File: src/rtl/dbg_display_ctrl_if.sv
//------------------------------------------------------------------------------
// Module   : dbg_display_ctrl_if
// Purpose  : Datapath/controller-to-board-I/O signal bundle for dbg_display_ctrl.
//            Optional macro DBG_HEX_MODE_EN adds the HEXMODE select.
// Revision : 1.0 - initial release
//------------------------------------------------------------------------------
`default_nettype none

interface dbg_display_ctrl_if #(
  parameter int DATA_W     = 10,
  parameter int NUM_DIGITS = 4,
  parameter int TIME_W     = 2
);
  logic [DATA_W-1:0]       BUS;
  logic [DATA_W-1:0]       REG;
  logic [TIME_W-1:0]       TIME;
  logic                    DONE;
  logic                    Pkb;
  logic                    HOLD;
`ifdef DBG_HEX_MODE_EN
  logic                    HEXMODE;
`endif
  logic [DATA_W-1:0]       LED_B;
  logic [7*NUM_DIGITS-1:0] DHEX;
  logic [6:0]              THEX;
  logic                    LED_D;
  logic                    BUSY;

`ifdef DBG_HEX_MODE_EN
  modport master (
    output BUS, REG, TIME, DONE, Pkb, HOLD, HEXMODE,
    input  LED_B, DHEX, THEX, LED_D, BUSY
  );
  modport slave (
    input  BUS, REG, TIME, DONE, Pkb, HOLD, HEXMODE,
    output LED_B, DHEX, THEX, LED_D, BUSY
  );
`else
  modport master (
    output BUS, REG, TIME, DONE, Pkb, HOLD,
    input  LED_B, DHEX, THEX, LED_D, BUSY
  );
  modport slave (
    input  BUS, REG, TIME, DONE, Pkb, HOLD,
    output LED_B, DHEX, THEX, LED_D, BUSY
  );
`endif

endinterface

`default_nettype wire

File: src/rtl/dbg_display_ctrl.sv
//------------------------------------------------------------------------------
// Module   : dbg_display_ctrl
// Purpose  : Registered debug display: BUS/REG peek converted to decimal by a
//            sequential double-dabble engine, bus LEDs, timestep digit and a
//            stretched done LED. Macro DBG_HEX_MODE_EN adds a raw-hex display.
// Revision : 1.0 - initial release
//------------------------------------------------------------------------------
`default_nettype none

module dbg_display_ctrl #(
  parameter int DATA_W       = 10,
  parameter int NUM_DIGITS   = 4,
  parameter int TIME_W       = 2,
  parameter int DONE_STRETCH = 4
) (
  input  logic                CLK,
  input  logic                RSTb,
  dbg_display_ctrl_if.slave   dbg
);

  localparam int         c_bcd_w    = 4 * NUM_DIGITS;
  localparam int         c_cnt_w    = $clog2(DATA_W + 1);
  localparam int         c_str_w    = $clog2(DONE_STRETCH + 1);
  localparam logic [6:0] c_seg_zero = 7'b1000000;

  // True when NUM_DIGITS decimal digits can hold the largest DATA_W value.
  function automatic bit f_digits_ok();
    longint unsigned v_pow;
    longint unsigned v_max;
    v_pow = 1;
    for (int i = 0; i < NUM_DIGITS; i++) begin
      if (v_pow < 64'd100000000000000000) v_pow = v_pow * 10;
    end
    v_max = (64'd1 << DATA_W) - 1;
    return v_pow > v_max;
  endfunction

  localparam bit c_digits_ok = f_digits_ok();

  if (!c_digits_ok) begin : g_err_digits
    $error("dbg_display_ctrl: NUM_DIGITS too small for DATA_W");
  end
  if ((1 << TIME_W) > 10) begin : g_err_time
    $error("dbg_display_ctrl: TIME_W too wide for one decimal digit");
  end
  if (DONE_STRETCH < 1) begin : g_err_stretch
    $error("dbg_display_ctrl: DONE_STRETCH must be >= 1");
  end

  function automatic logic [6:0] f_seg7(input logic [3:0] v);
    f_seg7 = 7'b1111111;
    case (v)
      4'h0: f_seg7 = 7'b1000000;
      4'h1: f_seg7 = 7'b1111001;
      4'h2: f_seg7 = 7'b0100100;
      4'h3: f_seg7 = 7'b0110000;
      4'h4: f_seg7 = 7'b0011001;
      4'h5: f_seg7 = 7'b0010010;
      4'h6: f_seg7 = 7'b0000010;
      4'h7: f_seg7 = 7'b1111000;
      4'h8: f_seg7 = 7'b0000000;
      4'h9: f_seg7 = 7'b0010000;
      4'hA: f_seg7 = 7'b0001000;
      4'hB: f_seg7 = 7'b0000011;
      4'hC: f_seg7 = 7'b1000110;
      4'hD: f_seg7 = 7'b0100001;
      4'hE: f_seg7 = 7'b0000110;
      4'hF: f_seg7 = 7'b0001110;
    endcase
  endfunction

  typedef enum logic [1:0] {
    ST_IDLE   = 2'd0,
    ST_CONV   = 2'd1,
    ST_COMMIT = 2'd2
  } state_t;

  state_t                  r_state;
  state_t                  w_state_next;

  logic [DATA_W-1:0]       r_shreg;
  logic [DATA_W-1:0]       r_last_src;
  logic [c_bcd_w-1:0]      r_bcd;
  logic [c_cnt_w-1:0]      r_bit_cnt;
  logic [7*NUM_DIGITS-1:0] r_dhex;
  logic [DATA_W-1:0]       r_led_b;
  logic [6:0]              r_thex;
  logic [c_str_w-1:0]      r_str_cnt;
  logic                    r_led_d;

  logic [DATA_W-1:0]       w_src;
  logic                    w_hex_sel;
  logic                    w_src_changed;
  logic                    w_load;
  logic [c_bcd_w-1:0]      w_bcd_adj;
  logic [7*NUM_DIGITS-1:0] w_dhex_seg;
  logic [c_str_w-1:0]      w_str_next;

  assign w_src = dbg.Pkb ? dbg.BUS : dbg.REG;

`ifdef DBG_HEX_MODE_EN
  logic r_last_hex;

  assign w_hex_sel     = dbg.HEXMODE;
  assign w_src_changed = (w_src != r_last_src) || (dbg.HEXMODE != r_last_hex);

  always_ff @(posedge CLK or negedge RSTb) begin
    if (!RSTb) begin
      r_last_hex <= 1'b0;
    end else if (w_load) begin
      r_last_hex <= dbg.HEXMODE;
    end
  end
`else
  assign w_hex_sel     = 1'b0;
  assign w_src_changed = (w_src != r_last_src);
`endif

  assign w_load = (r_state == ST_IDLE) && !dbg.HOLD && w_src_changed;

  // Double-dabble correction: any BCD nibble >= 5 gets +3 before the shift.
  for (genvar k = 0; k < NUM_DIGITS; k++) begin : g_adj
    assign w_bcd_adj[4*k +: 4] = (r_bcd[4*k +: 4] >= 4'd5) ? (r_bcd[4*k +: 4] + 4'd3)
                                                           : r_bcd[4*k +: 4];
    assign w_dhex_seg[7*k +: 7] = f_seg7(r_bcd[4*k +: 4]);
  end

  always_comb begin
    w_state_next = r_state;
    case (r_state)
      ST_IDLE: begin
        if (w_load) w_state_next = w_hex_sel ? ST_COMMIT : ST_CONV;
      end
      ST_CONV: begin
        if (r_bit_cnt == c_cnt_w'(1)) w_state_next = ST_COMMIT;
      end
      ST_COMMIT: w_state_next = ST_IDLE;
      default:   w_state_next = ST_IDLE;
    endcase
  end

  always_ff @(posedge CLK or negedge RSTb) begin
    if (!RSTb) r_state <= ST_IDLE;
    else       r_state <= w_state_next;
  end

  always_ff @(posedge CLK or negedge RSTb) begin
    if (!RSTb) begin
      r_shreg    <= '0;
      r_last_src <= '0;
      r_bcd      <= '0;
      r_bit_cnt  <= '0;
      r_dhex     <= {NUM_DIGITS{c_seg_zero}};
    end else begin
      case (r_state)
        ST_IDLE: begin
          if (w_load) begin
            r_shreg    <= w_src;
            r_last_src <= w_src;
            r_bcd      <= w_hex_sel ? c_bcd_w'(w_src) : '0;
            r_bit_cnt  <= c_cnt_w'(DATA_W);
          end
        end
        ST_CONV: begin
          r_bcd     <= (w_bcd_adj << 1) | c_bcd_w'(r_shreg[DATA_W-1]);
          r_shreg   <= r_shreg << 1;
          r_bit_cnt <= r_bit_cnt - c_cnt_w'(1);
        end
        ST_COMMIT: r_dhex <= w_dhex_seg;
        default: ;
      endcase
    end
  end

  // LED_D is decoded from the next count so it drops the cycle after DONE.
  assign w_str_next = dbg.DONE          ? c_str_w'(DONE_STRETCH) :
                      (r_str_cnt != '0) ? (r_str_cnt - c_str_w'(1)) : '0;

  always_ff @(posedge CLK or negedge RSTb) begin
    if (!RSTb) begin
      r_led_b   <= '0;
      r_thex    <= c_seg_zero;
      r_str_cnt <= '0;
      r_led_d   <= 1'b1;
    end else begin
      r_led_b   <= dbg.BUS;
      r_thex    <= f_seg7(4'(dbg.TIME));
      r_str_cnt <= w_str_next;
      r_led_d   <= (w_str_next == '0);
    end
  end

  assign dbg.LED_B = r_led_b;
  assign dbg.DHEX  = r_dhex;
  assign dbg.THEX  = r_thex;
  assign dbg.LED_D = r_led_d;
  assign dbg.BUSY  = (r_state != ST_IDLE);

endmodule

`default_nettype wire

File: src/flat_wrapper.sv
// flat-port wrapper written by rule: the top's interface ports become plain ports
module dbg_display_ctrl_flat 
#(
  parameter int DATA_W       = 10,
  parameter int NUM_DIGITS   = 4,
  parameter int TIME_W       = 2,
  parameter int DONE_STRETCH = 4
)
  (CLK, RSTb, dbg_BUS, dbg_REG, dbg_TIME, dbg_DONE, dbg_Pkb, dbg_HOLD, dbg_LED_B, dbg_DHEX, dbg_THEX, dbg_LED_D, dbg_BUSY);
  dbg_display_ctrl_if #(.DATA_W(DATA_W), .NUM_DIGITS(NUM_DIGITS), .TIME_W(TIME_W)) dbg_i ();
  input  logic CLK;
  input  logic RSTb;
  input wire logic [$bits(dbg_i.BUS)-1:0] dbg_BUS;
  input wire logic [$bits(dbg_i.REG)-1:0] dbg_REG;
  input wire logic [$bits(dbg_i.TIME)-1:0] dbg_TIME;
  input wire logic [$bits(dbg_i.DONE)-1:0] dbg_DONE;
  input wire logic [$bits(dbg_i.Pkb)-1:0] dbg_Pkb;
  input wire logic [$bits(dbg_i.HOLD)-1:0] dbg_HOLD;
  output wire logic [$bits(dbg_i.LED_B)-1:0] dbg_LED_B;
  output wire logic [$bits(dbg_i.DHEX)-1:0] dbg_DHEX;
  output wire logic [$bits(dbg_i.THEX)-1:0] dbg_THEX;
  output wire logic [$bits(dbg_i.LED_D)-1:0] dbg_LED_D;
  output wire logic [$bits(dbg_i.BUSY)-1:0] dbg_BUSY;
  assign dbg_i.BUS = dbg_BUS;
  assign dbg_i.REG = dbg_REG;
  assign dbg_i.TIME = dbg_TIME;
  assign dbg_i.DONE = dbg_DONE;
  assign dbg_i.Pkb = dbg_Pkb;
  assign dbg_i.HOLD = dbg_HOLD;
  assign dbg_LED_B = dbg_i.LED_B;
  assign dbg_DHEX = dbg_i.DHEX;
  assign dbg_THEX = dbg_i.THEX;
  assign dbg_LED_D = dbg_i.LED_D;
  assign dbg_BUSY = dbg_i.BUSY;
  dbg_display_ctrl #(.DATA_W(DATA_W), .NUM_DIGITS(NUM_DIGITS), .TIME_W(TIME_W), .DONE_STRETCH(DONE_STRETCH)) u_core (.CLK(CLK), .RSTb(RSTb), .dbg(dbg_i));
endmodule
File: config.mk
export PLATFORM = sky130hd
export DESIGN_NAME = dbg_display_ctrl_flat
export DESIGN_NICKNAME = d
export VERILOG_FILES = /design/src/rtl/dbg_display_ctrl_if.sv /design/src/rtl/dbg_display_ctrl.sv /design/src/flat_wrapper.sv
export SDC_FILE = /design/constraint.sdc
export NUM_CORES = 1
export LEC_CHECK = 0
export BUFFER_PORTS_ARGS = -buffer_cell sky130_fd_sc_hd__buf_2
export CAP_MARGIN = 10
export CORE_AREA = 3 3 136 111
export DETAILED_ROUTE_END_ITERATION = 6
export DIE_AREA = 0 0 139 114
export PLACE_DENSITY_LB_ADDON = 0.25
export SLEW_MARGIN = 20
export SYNTH_ARGS = -nofsm -noshare
export SYNTH_HDL_FRONTEND = slang
export SYNTH_SLANG_ARGS = --single-unit
File: constraint.sdc
create_clock -name CLK -period 4.1 [get_ports CLK]
set_clock_uncertainty 0.1 [all_clocks]
set_input_delay 0.41 -clock CLK [delete_from_list [all_inputs] [get_ports CLK]]
set_output_delay 0.41 -clock CLK [all_outputs]
set_load 0.02 [all_outputs]
# [Word level (Yosys, flattened, before mapping)]
# Memory sizes are Yosys's and may differ from the RTL's. A register that Yosys moved wholly into a read port is not among the register bits.
# Index checks and enable logic that the tools add are counted.
[word_totals] rom_bits=448 ff_bits=63 elab_cells=66 mem_count=4 in_bits=27
[memory_table] memory="(no name shown)" depth=16 width=7 rd=1 rd_clocked_by_memory_dff=1 wr=0 line="dbg_display_ctrl.sv:52" rtl="case (v)"
[memory_table] memory="(no name shown)" depth=16 width=7 rd=1 rd_clocked_by_memory_dff=1 wr=0 line="dbg_display_ctrl.sv:52"
[memory_table] memory="(no name shown)" depth=16 width=7 rd=1 rd_clocked_by_memory_dff=1 wr=0 line="dbg_display_ctrl.sv:52"
[memory_table] memory="(no name shown)" depth=16 width=7 rd=1 rd_clocked_by_memory_dff=1 wr=0 line="dbg_display_ctrl.sv:52"
[op_classes] order_cmp=4 bitwise_logic=1 eq_ne=9 mux=17 n_addsub=6 reduce_logical=16
[ops] cell="one-hot mux 16 bit (2 select lines)" count=1
[ops] cell="one-hot mux 7 bit (4 select lines)" count=1
[ops] cell="two-way mux 10 bit" count=2
[ops] cell="one-hot mux 10 bit (2 select lines)" count=1
[ops] cell=">= comparator 4 x 3 -> 1 bit (second input constant)" count=4
[ops] cell="two-way mux 16 bit" count=1
[ops] cell="two-way mux 4 bit" count=4
[ops] cell="bitwise OR 16 x 1 -> 16 bit" count=1
[ops] cell="adder 4 x 2 -> 4 bit (second input constant)" count=3
[ops] cell="inequality test 10 bit" count=1
[ops] cell="two-way mux 3 bit" count=3
[ops] cell="one-hot mux 4 bit (2 select lines)" count=1
[ops] cell="== test 2 bit (second input constant)" count=3
[ops] cell="AND reduction 2 bit" count=3
[ops] cell="zero test 1 bit" count=5
[ops] cell="== test 2 x 1 -> 1 bit (second input constant)" count=2
[ops] cell="== test 4 x 1 -> 1 bit (second input constant)" count=1
[ops] cell="zero test 2 bit" count=2
[ops] cell="two-way mux 2 bit" count=2
[ops] cell="inequality test 2 x 1 -> 1 bit (second input constant)" count=2
[ops] cell="one-hot mux 2 bit (2 select lines)" count=1
[ops] cell="nonzero test 2 bit" count=2
[ops] cell="subtractor 4 x 1 -> 4 bit (second input constant)" count=1
[ops] cell="adder 3 x 2 -> 3 bit (second input constant)" count=1
[ops] cell="4 further kinds" count=5

# [Logic depth before layout (Yosys ltp)]
# Gate-level depths: netlist of run 1.
[depth] word_depth=5 mapped_depth=8 ltp_nobuf=7

# [Least setup slack after synthesis of run 1]
# Ideal clock, no wire load.
[synth_timing] kind="input to register" startpoint="in dbg_Pkb" endpoint="reg u_core.r_bcd[10]" setup_ps=80 arrival_time_ps=1891 path_slack_ps=2030 path_stages=8 n_path_buf=3 required_ps=3920 path_cell_list="buf_6 mux2i_4 xor2_1 nand4_2 o31a_1 buf_6 buf_6 nor3_4"
[synth_via] elab_chain_len=5
[synth_rtl] item="start: declaration" line="flat_wrapper.sv:17" rtl="input wire logic [$bits(dbg_i.Pkb)-1:0] dbg_Pkb;"
[synth_rtl] item="two-way mux 10 bit" line="dbg_display_ctrl.sv:99" rtl="assign w_src = dbg.Pkb ? dbg.BUS : dbg.REG;"
[synth_rtl] item="inequality test 10 bit" line="dbg_display_ctrl.sv:116" rtl="assign w_src_changed = (w_src != r_last_src);"
[synth_rtl] item="logical AND 1 bit" line="dbg_display_ctrl.sv:119" rtl="assign w_load = (r_state == ST_IDLE) && !dbg.HOLD && w_src_changed;"
[synth_rtl] item="inequality test 2 x 1 -> 1 bit (no line)"
[synth_rtl] item="AND reduction 2 bit (no line)"
[synth_rtl] item="end signal: assignment" line="dbg_display_ctrl.sv:160" rtl="r_bcd <= w_hex_sel ? c_bcd_w'(w_src) : '0;"
[synth_rtl] item="end signal: assignment" line="dbg_display_ctrl.sv:165" rtl="r_bcd <= (w_bcd_adj << 1) | c_bcd_w'(r_shreg[DATA_W-1]);"
[synth_rtl] item="end: declaration" line="dbg_display_ctrl.sv:83" rtl="logic [c_bcd_w-1:0] r_bcd;"
# Every way passes these cells.
# A chain may end at the register's enable or synchronous reset.

# [Worst setup path in the final report of run 1]
[layout_timing] startpoint="in dbg_Pkb" endpoint="reg u_core.r_shreg[8]"
[layout_via] elab_chain_len=5 elab_cells_between_ends=7
[layout_rtl] item="two-way mux 10 bit (*)" line="dbg_display_ctrl.sv:99"
[layout_rtl] item="inequality test 10 bit" line="dbg_display_ctrl.sv:116"
[layout_rtl] item="logical AND 1 bit" line="dbg_display_ctrl.sv:119"
[layout_rtl] item="inequality test 2 x 1 -> 1 bit (no line)"
[layout_rtl] item="AND reduction 2 bit (no line)"
[layout_rtl] item="end signal: assignment" line="dbg_display_ctrl.sv:158" rtl="r_shreg <= w_src;"
[layout_rtl] item="end signal: assignment" line="dbg_display_ctrl.sv:166" rtl="r_shreg <= r_shreg << 1;"
[layout_rtl] item="end: declaration" line="dbg_display_ctrl.sv:81" rtl="logic [DATA_W-1:0] r_shreg;"
# Every way passes the cells marked *; elsewhere a longest branch is shown, timed or not. The select of a mux whose other input is x is not followed.

==> summary.md, run 1 <==
| Metric | Value |
|---|---|
| GRT Total Usage | `between 10% and 20%` |
| Postcts setup bufs | `0` |
| CP required | `about 4.2 ns` |
| CTS root buf | `clkbuf_16` |
| R2r setup slk | `around 2.0 ns` |
| Layout area overhead | `15.6%` |
| Die width | `approximately 140 µm` |
| Seq/Total Area, Yosys | `46.4%` |
| Psw | `1740 µW` |
| Die Area | `roughly 16000 µm²` |
| Mapped Avg Cell Area | `between 9 and 10 µm²` |
| Cell area after layout | `5560 µm²` |
| Number of synthesized register bits | `89` |
| Pwr per Cell Area | `roughly 770 nW/µm²` |
| Fin. Hold Viols | `0` |
| Total negative slack | `0 ns` |
| # IOs | `74` |
| Non-Filler Instances | `743` |
| Pin slew with the least headroom to its limit | `0.970 ns` |
| CTS tree | `done` |
| CTS sink cnt | `89` |
| Initial DRC Count | `200` |
| Predominant post-synthesis flop cell | `dfrtp_1` |
| Initial Util | `between 30% and 40%` |
| Fill count | `1380` |
| Worst R2R Path Depth | `7` |
| # diodes | `0` |
| Post_cts resized | `0` |
| IO Port Bufs | `72` |
| Share of layout cells above drive strength 1 | `20.8%` |
| Crit path max fanout | `10` |
| WL/cell | `approximately 13 µm` |
| HPWL after DPL | `roughly 6700 µm` |
| Syn_nets | `between 500 and 600` |
| Remaining DRCs | `0` |
| Via count | `approximately 3600` |
| EDFF count, synth | `0` |
| Leak | `around 0.0027 µW` |
| FMAX | `440 MHz` |
| Worst Path Arrival | `2.36 ns` |
| Period utilization | `55.4%` |
| NumNets Final | `~600` |
| Commonest cells after routing, fill and taps aside | `nand2_1 (96), dfrtp_1 (83), buf_2 (71)` |
| Ranking of synthesized cells by area | `dfrtp_1 (43%), ha_1 (7.8%), nand2_1 (7.5%), o21ai_0 (4.9%), mux2i_1 (4.0%)` |
| Row cnt | `38` |
| Placed instance count | `between 700 and 800` |
| Clk pwr share | `between 20 and 25%` |
| Largest net degree at the start of global routing | `57` |
| Switching Fraction | `40.9%` |
| Clock latency on the worst-skew pair | `around 0.34 ns` |
| Placed cell area | `~5200 µm²` |
| Int Pwr | `about 2500 µW` |
| Reg2reg start | `u_core.r_bcd[9]` |
| Most common cell after layout, fill and taps aside | `nand2_1` |
| DRT Pass-1 Iters | `4` |
| H-tree levels | `3` |
| Initial antenna violation count | `0` |
| WHS | `between 0.03 and 0.04 ns` |
| CTS Buf Count | `9` |
| Unrepaired setup endpoints after global routing | `false` |
| Mapped Area | `approximately 4800 µm²` |
| Max_slew headroom | `35.1%` |
| Sequential Power Share | `36.3%` |
| Post-route ant nets | `0` |
| Peak supply drop | `0.289 mV` |
| CP Launch Type | `input pin` |
| Distinct cells, synth | `52` |
| Final cell utilization of the core | `about two fifths` |
| Cells after Synth | `between 500 and 600` |
| Comb power frac | `between 40% and 50%` |
| Yosys warnings | `0` |
| Die height | `114 µm` |
| R2R Path End | `u_core.r_bcd[10]` |
| WS Path Type | `in -> reg` |
| First-pass GRT wire length | `approximately 17000 µm` |
| Shortest period the worst path allows | `approximately 2.3 ns` |
| Worst-path clk slew | `roughly 0.070 ns` |
| Vias in the first global route | `around 3600` |
| Ys async rst share | `100%` |
| Synth top area share | `43.2%` |
| Final setup fails | `0` |
| GPL Wtd Cong | `about 0.76` |
| Max_cap viols | `0` |
| Post-CTS Hold Buffers | `0` |
| Final Max Tran Viols | `0` |
| Reg area | `about 2200 µm²` |
| Remaining Overflow, GRT | `0` |
| Class of the worst hold path | `in -> async` |
| Post-synth top area cell | `dfrtp_1` |
| Clock buffer depth | `2` |
| CORE AREA | `around 14000 µm²` |
| CP Capture Type | `register` |
| Footprint of the multi-input gates | `roughly 2300 µm²` |
| Detailed Route WL | `9650 µm` |
| Via-to-Cell Ratio | `4.85` |
| Status | `finished clean` |
-- registers in the layout, indices dropped and copies added, names as in the netlist --
| signal | flops |
|---|---|
| u_core.r_state | 2 |
| u_core.r_bit_cnt | 4 |
| u_core.dbg.DHEX | 28 |
| u_core.dbg.LED_D | 1 |
| u_core.r_shreg | 10 |
| u_core.r_bcd | 16 |
| u_core.r_last_src | 10 |
| u_core.dbg.LED_B | 10 |
| u_core.r_str_cnt | 3 |
| u_core.dbg.THEX | 5 |
-- metal layers --
layer | vias up | global-route usage, % | part of all wire (%)
met1 | 1720 | 16.1 | 48
met4 | 0 | 2.93 | 0.90
met3 | 7 | 3.90 | 4.3
li1 | 1819 | - | -
met5 | - | 0 | 0
met2 | 59 | 21.7 | 47
-- area by class of cell --
class	instances	area share, %
sequential	89	40.2
clock inverter	3	1.17
inverter	20	1.35
clock buffer	13	4.50
timing repair buffer	75	6.93
tap	180	4.05
multi-input combinational	363	41.8
-- worst max path at each step --
| stage | start | endpoint | slack [ns] | cells after the start |
|---|---|---|---|---|
| after floorplan | dbg_Pkb | u_core.r_bcd[10] | 2.03 | 8 |
| after global placement | dbg_Pkb | u_core.r_shreg[8] | 1.61 | 6 |
| after detailed placement | dbg_Pkb | u_core.r_shreg[8] | 1.49 | 6 |
| after CTS | dbg_Pkb | u_core.r_shreg[8] | 1.84 | 6 |
| after global routing | dbg_Pkb | u_core.r_shreg[8] | 1.68 | 6 |
| final | dbg_Pkb | u_core.r_shreg[8] | 1.83 | 6 |
-- critical path, cell delays in order --
cell and delay [ns]:
buf_2 0.29, mux2i_1 0.29, xor2_1 0.20, nand4_1 0.26, nor3_1 0.64, o221ai_1 0.25
-- cell usage after synthesis (3+ instances only) --
master / n
nand2b_1: 12
buf_1: 4
xor2_1: 7
o211ai_2: 3
ha_1: 30
dfstp_2: 6
nor3_1: 5
nor2_1: 28
a21oi_1: 25
buf_6: 5
inv_1: 19
o21ai_1: 8
a21o_1: 5
or2_2: 8
o22a_1: 3
o31ai_1: 5
nand2_1: 96
nand3_1: 5
dfrtp_1: 83
a211oi_1: 7
a211oi_2: 3
o221ai_1: 5
nor3b_1: 3
mux2i_1: 19
o21ai_0: 47
nor2b_1: 3
clkbuf_1: 25
xnor2_1: 10
-- per-stage QoR --
step | power (µW) | setup WS, ns
after floorplan | 2960 | 2.03
after global placement | 3340 | 1.61
after detailed placement | 3400 | 1.49
after CTS | 4310 | 1.84
after global routing | 4640 | 1.68
final | 4260 | 1.83
-- cells by family (layout without fill, tap and decap cells) --
kind of cell | Yosys count | count (layout) | synth area share [%]
other | 1 | 1 | 0.0779
xor gates and xnor gates | 17 | 17 | 3.09
and+or+nand+nor | 167 | 167 | 15.4
AOI/OAI and AO/OA | 124 | 124 | 16.2
muxes | 24 | 24 | 5.64
DFF | 89 | 89 | 46.4
adders and majority gates | 30 | 30 | 7.80
buffers and inverters | 56 | 111 | 5.31
-- power by group through the flow --
| stage | combinational (µW) | clock [µW] | sequential (µW) |
|---|---|---|---|
| final | 1830 | 883 | 1550 |
| after global routing | 2090 | 939 | 1610 |
| after CTS | 1850 | 905 | 1550 |
| after detailed placement | 1840 | 0 | 1560 |
| after global placement | 1790 | 0 | 1550 |
| after floorplan | 1440 | 0 | 1520 |
Note: power is estimated with default switching activity, not from simulation.
==> run 2: changes to the inputs <==
Clock period 4.1 ns to 1.8 ns, I/O delays scaled along.
==> summary.md, run 2 (same netlist as run 1, synthesis figures left out) <==
| Metric | Value |
|---|---|
| Hold path cells | `4` |
| Row cnt | `38 (unchanged)` |
| Worst Path Arrival | `1.87 ns (was 2.36 ns)` |
| Worst R2R Path Depth | `5 (was 7)` |
| Period utilization | `96.5%` |
| Remaining Overflow, GRT | `0 (unchanged)` |
| CTS Buf Count | `9 (unchanged)` |
| Footprint of the multi-input gates | `2390 µm² (was 2330 µm²)` |
| CORE AREA | `13700 µm² (unchanged)` |
| Reg2reg start | `u_core.r_bcd[12] (was u_core.r_bcd[9])` |
| Initial DRC Count | `218 (was 200)` |
| WL/cell | `12.9 µm (was 13.0 µm)` |
| Clock latency on the worst-skew pair | `0.35 ns (was 0.34 ns)` |
| NumNets Final | `673 (was 615)` |
| Post-route ant nets | `0 (unchanged)` |
| Class of the worst hold path | `in -> reg (was in -> async)` |
| GRT Total Usage | `14.0% (was 12.7%)` |
| Reg area | `2240 µm² (was 2230 µm²)` |
| # diodes | `0 (unchanged)` |
| CTS root buf | `clkbuf_16 (unchanged)` |
| Peak supply drop | `0.784 mV (was 0.289 mV)` |
| WHS | `0.165 ns (was 0.0307 ns)` |
| FMAX | `between 500 and 600 MHz` |
| Remaining DRCs | `0 (unchanged)` |
| Max reg flops | `28 (unchanged)` |
| Pin slew with the least headroom to its limit | `0.588 ns (was 0.970 ns)` |
| Placed instance count | `769 (was 727)` |
| Hold Crit Endpoint | `u_core.r_last_src[6]` |
| CP Launch Type | `register (was input pin)` |
| Initial Util | `35.1% (unchanged)` |
| Clock buffer depth | `2 (unchanged)` |
| First-pass GRT wire length | `18000 µm (was 16800 µm)` |
| Shortest period the worst path allows | `1.74 ns` |
| Final cell utilization of the core | `44.7% (was 40.6%)` |
| WS Path Type | `reg -> reg (was in -> reg)` |
| CP required | `1.93 ns (was 4.18 ns)` |
| Share of layout cells above drive strength 1 | `28.8% (was 20.8%)` |
| Largest net degree at the start of global routing | `90 (was 57)` |
| IO Port Bufs | `72 (unchanged)` |
| Via-to-Cell Ratio | `4.71 (was 4.85)` |
| Vias in the first global route | `3867 (was 3562)` |
| # IOs | `74 (unchanged)` |
| Crit path max fanout | `4 (was 10)` |
| Commonest cells after routing, fill and taps aside | `nand2_1 (96), dfrtp_1 (82), buf_2 (71) (was nand2_1 (96), dfrtp_1 (83), buf_2 (71))` |
| Die Area | `15800 µm² (unchanged)` |
| Final Max Tran Viols | `0 (unchanged)` |
| Status | `finished clean (unchanged)` |
| Leak | `0.00293 µW (was 0.00266 µW)` |
| R2r setup slk | `0.06 ns (was 2.03 ns)` |
| Final setup fails | `0 (unchanged)` |
| Fin. Hold Viols | `0 (unchanged)` |
| Hold path startpoint | `dbg_HOLD` |
| R2R Path End | `u_core.dbg.DHEX[24] (was u_core.r_bcd[10])` |
| Max_slew headroom | `60.8% (was 35.1%)` |
| CTS tree | `done (unchanged)` |
| Placed cell area | `5620 µm² (was 5250 µm²)` |
| Tot Pwr | `10300 µW (was 4260 µW)` |
| H-tree levels | `3 (unchanged)` |
| Worst-path clk slew | `0.06 ns (was 0.07 ns)` |
| Non-Filler Instances | `801 (was 743)` |
| Die width | `139 µm (unchanged)` |
| Die height | `114 µm (unchanged)` |
| Detailed Route WL | `10300 µm (was 9650 µm)` |
| CP Capture Type | `register (unchanged)` |
| Pwr per Cell Area | `1690 nW/µm² (was 766 nW/µm²)` |
| Fill count | `1319 (was 1380)` |
| Cell area after layout | `6120 µm² (was 5560 µm²)` |
| Most common cell after layout, fill and taps aside | `nand2_1 (unchanged)` |
| HPWL after DPL | `7210 µm (was 6680 µm)` |
| DRT Pass-1 Iters | `4 (unchanged)` |
| Initial antenna violation count | `0 (unchanged)` |
| Via count | `3771 (was 3605)` |
| Max_cap viols | `0 (unchanged)` |
| Layout area overhead | `27.2% (was 15.6%)` |
| GPL Wtd Cong | `0.804 (was 0.757)` |
| CTS sink cnt | `89 (unchanged)` |
[run 2: cell types whose count changed in the layout (fill, tap and decap cells not counted), moves of 2 or more]
| cell | previous run | this run |
|---|---|---|
| ha_1 | 30 | 27 |
| inv_2 | 0 | 4 |
| mux2i_1 | 19 | 16 |
| a21oi_2 | 0 | 3 |
| inv_1 | 19 | 15 |
| ha_2 | 0 | 2 |
| dlygate4sd3_1 | 0 | 14 |
| mux2i_2 | 1 | 4 |
| buf_12 | 0 | 3 |
| buf_4 | 4 | 44 |
| a21oi_1 | 25 | 22 |
[run 2: repair_timing]
item	CTS	global route
hold buffers	14	0
endpoints found under the setup margin	3	31
gates resized for setup	1	15
pin swaps	0	6
setup buffers	0	2
endpoints found under the hold margin	102	0
[run 2: how the worst max path moves through the flow]
stage	cells after the start	slack (ns)	from	end
6_report	5	0.06	u_core.r_bcd[12]	u_core.dbg.DHEX[24]
5_1_grt	6	-0.0008	u_core.r_last_src[1]	u_core.r_shreg[1]
4_1_cts	5	-0.01	u_core.r_state[0]	u_core.r_shreg[0]
3_5_place_dp	8	-0.24	dbg_Pkb	u_core.r_shreg[1]
3_3_place_gp	8	-0.15	dbg_Pkb	u_core.r_shreg[5]
2_1_floorplan	8	-0.008	dbg_Pkb	u_core.r_bcd[10]
[run 2: through the flow]
stage	setup TNS, ns	worst slack, ns
after floorplan	-0.00763	-0.00763
after global placement	-3.90	-0.152
after detailed placement	-5.82	-0.245
after CTS	-0.0252	-0.0116
after global routing	-0.000779	-0.000779
final	0	0.0635
[run 2: metal layers]
layer | wire, µm | track usage (%) | up-vias
met5 | 0 | 0 | -
li1 | - | - | 1938
met1 | 4900 | 17.3 | 1779
met4 | 132 | 5.08 | 0
met2 | 4940 | 23.5 | 43
met3 | 357 | 4.02 | 11
[run 2: report_power, final]
part	switching (µW)	internal (µW)
Combinational	2750	2330
Clock	757	1110
Sequential	646	2720
Total	4150	6160
[run 2: critical path: stages (launching register included)]
cell and delay, ns:
dfrtp_1 0.39, inv_2 0.09, ha_4 0.27, inv_2 0.03
mux4_2 0.46, mux2_4 0.28
[run 2: layout make-up]
type                    count  area share [%]
clock buffers              13            4.09
well taps                 180            3.68
repair buffers            133            14.7
multi-input cells         363            39.1
flip-flops and latches     89            36.5
inverters                  20            1.23
clock inverters             3           0.695
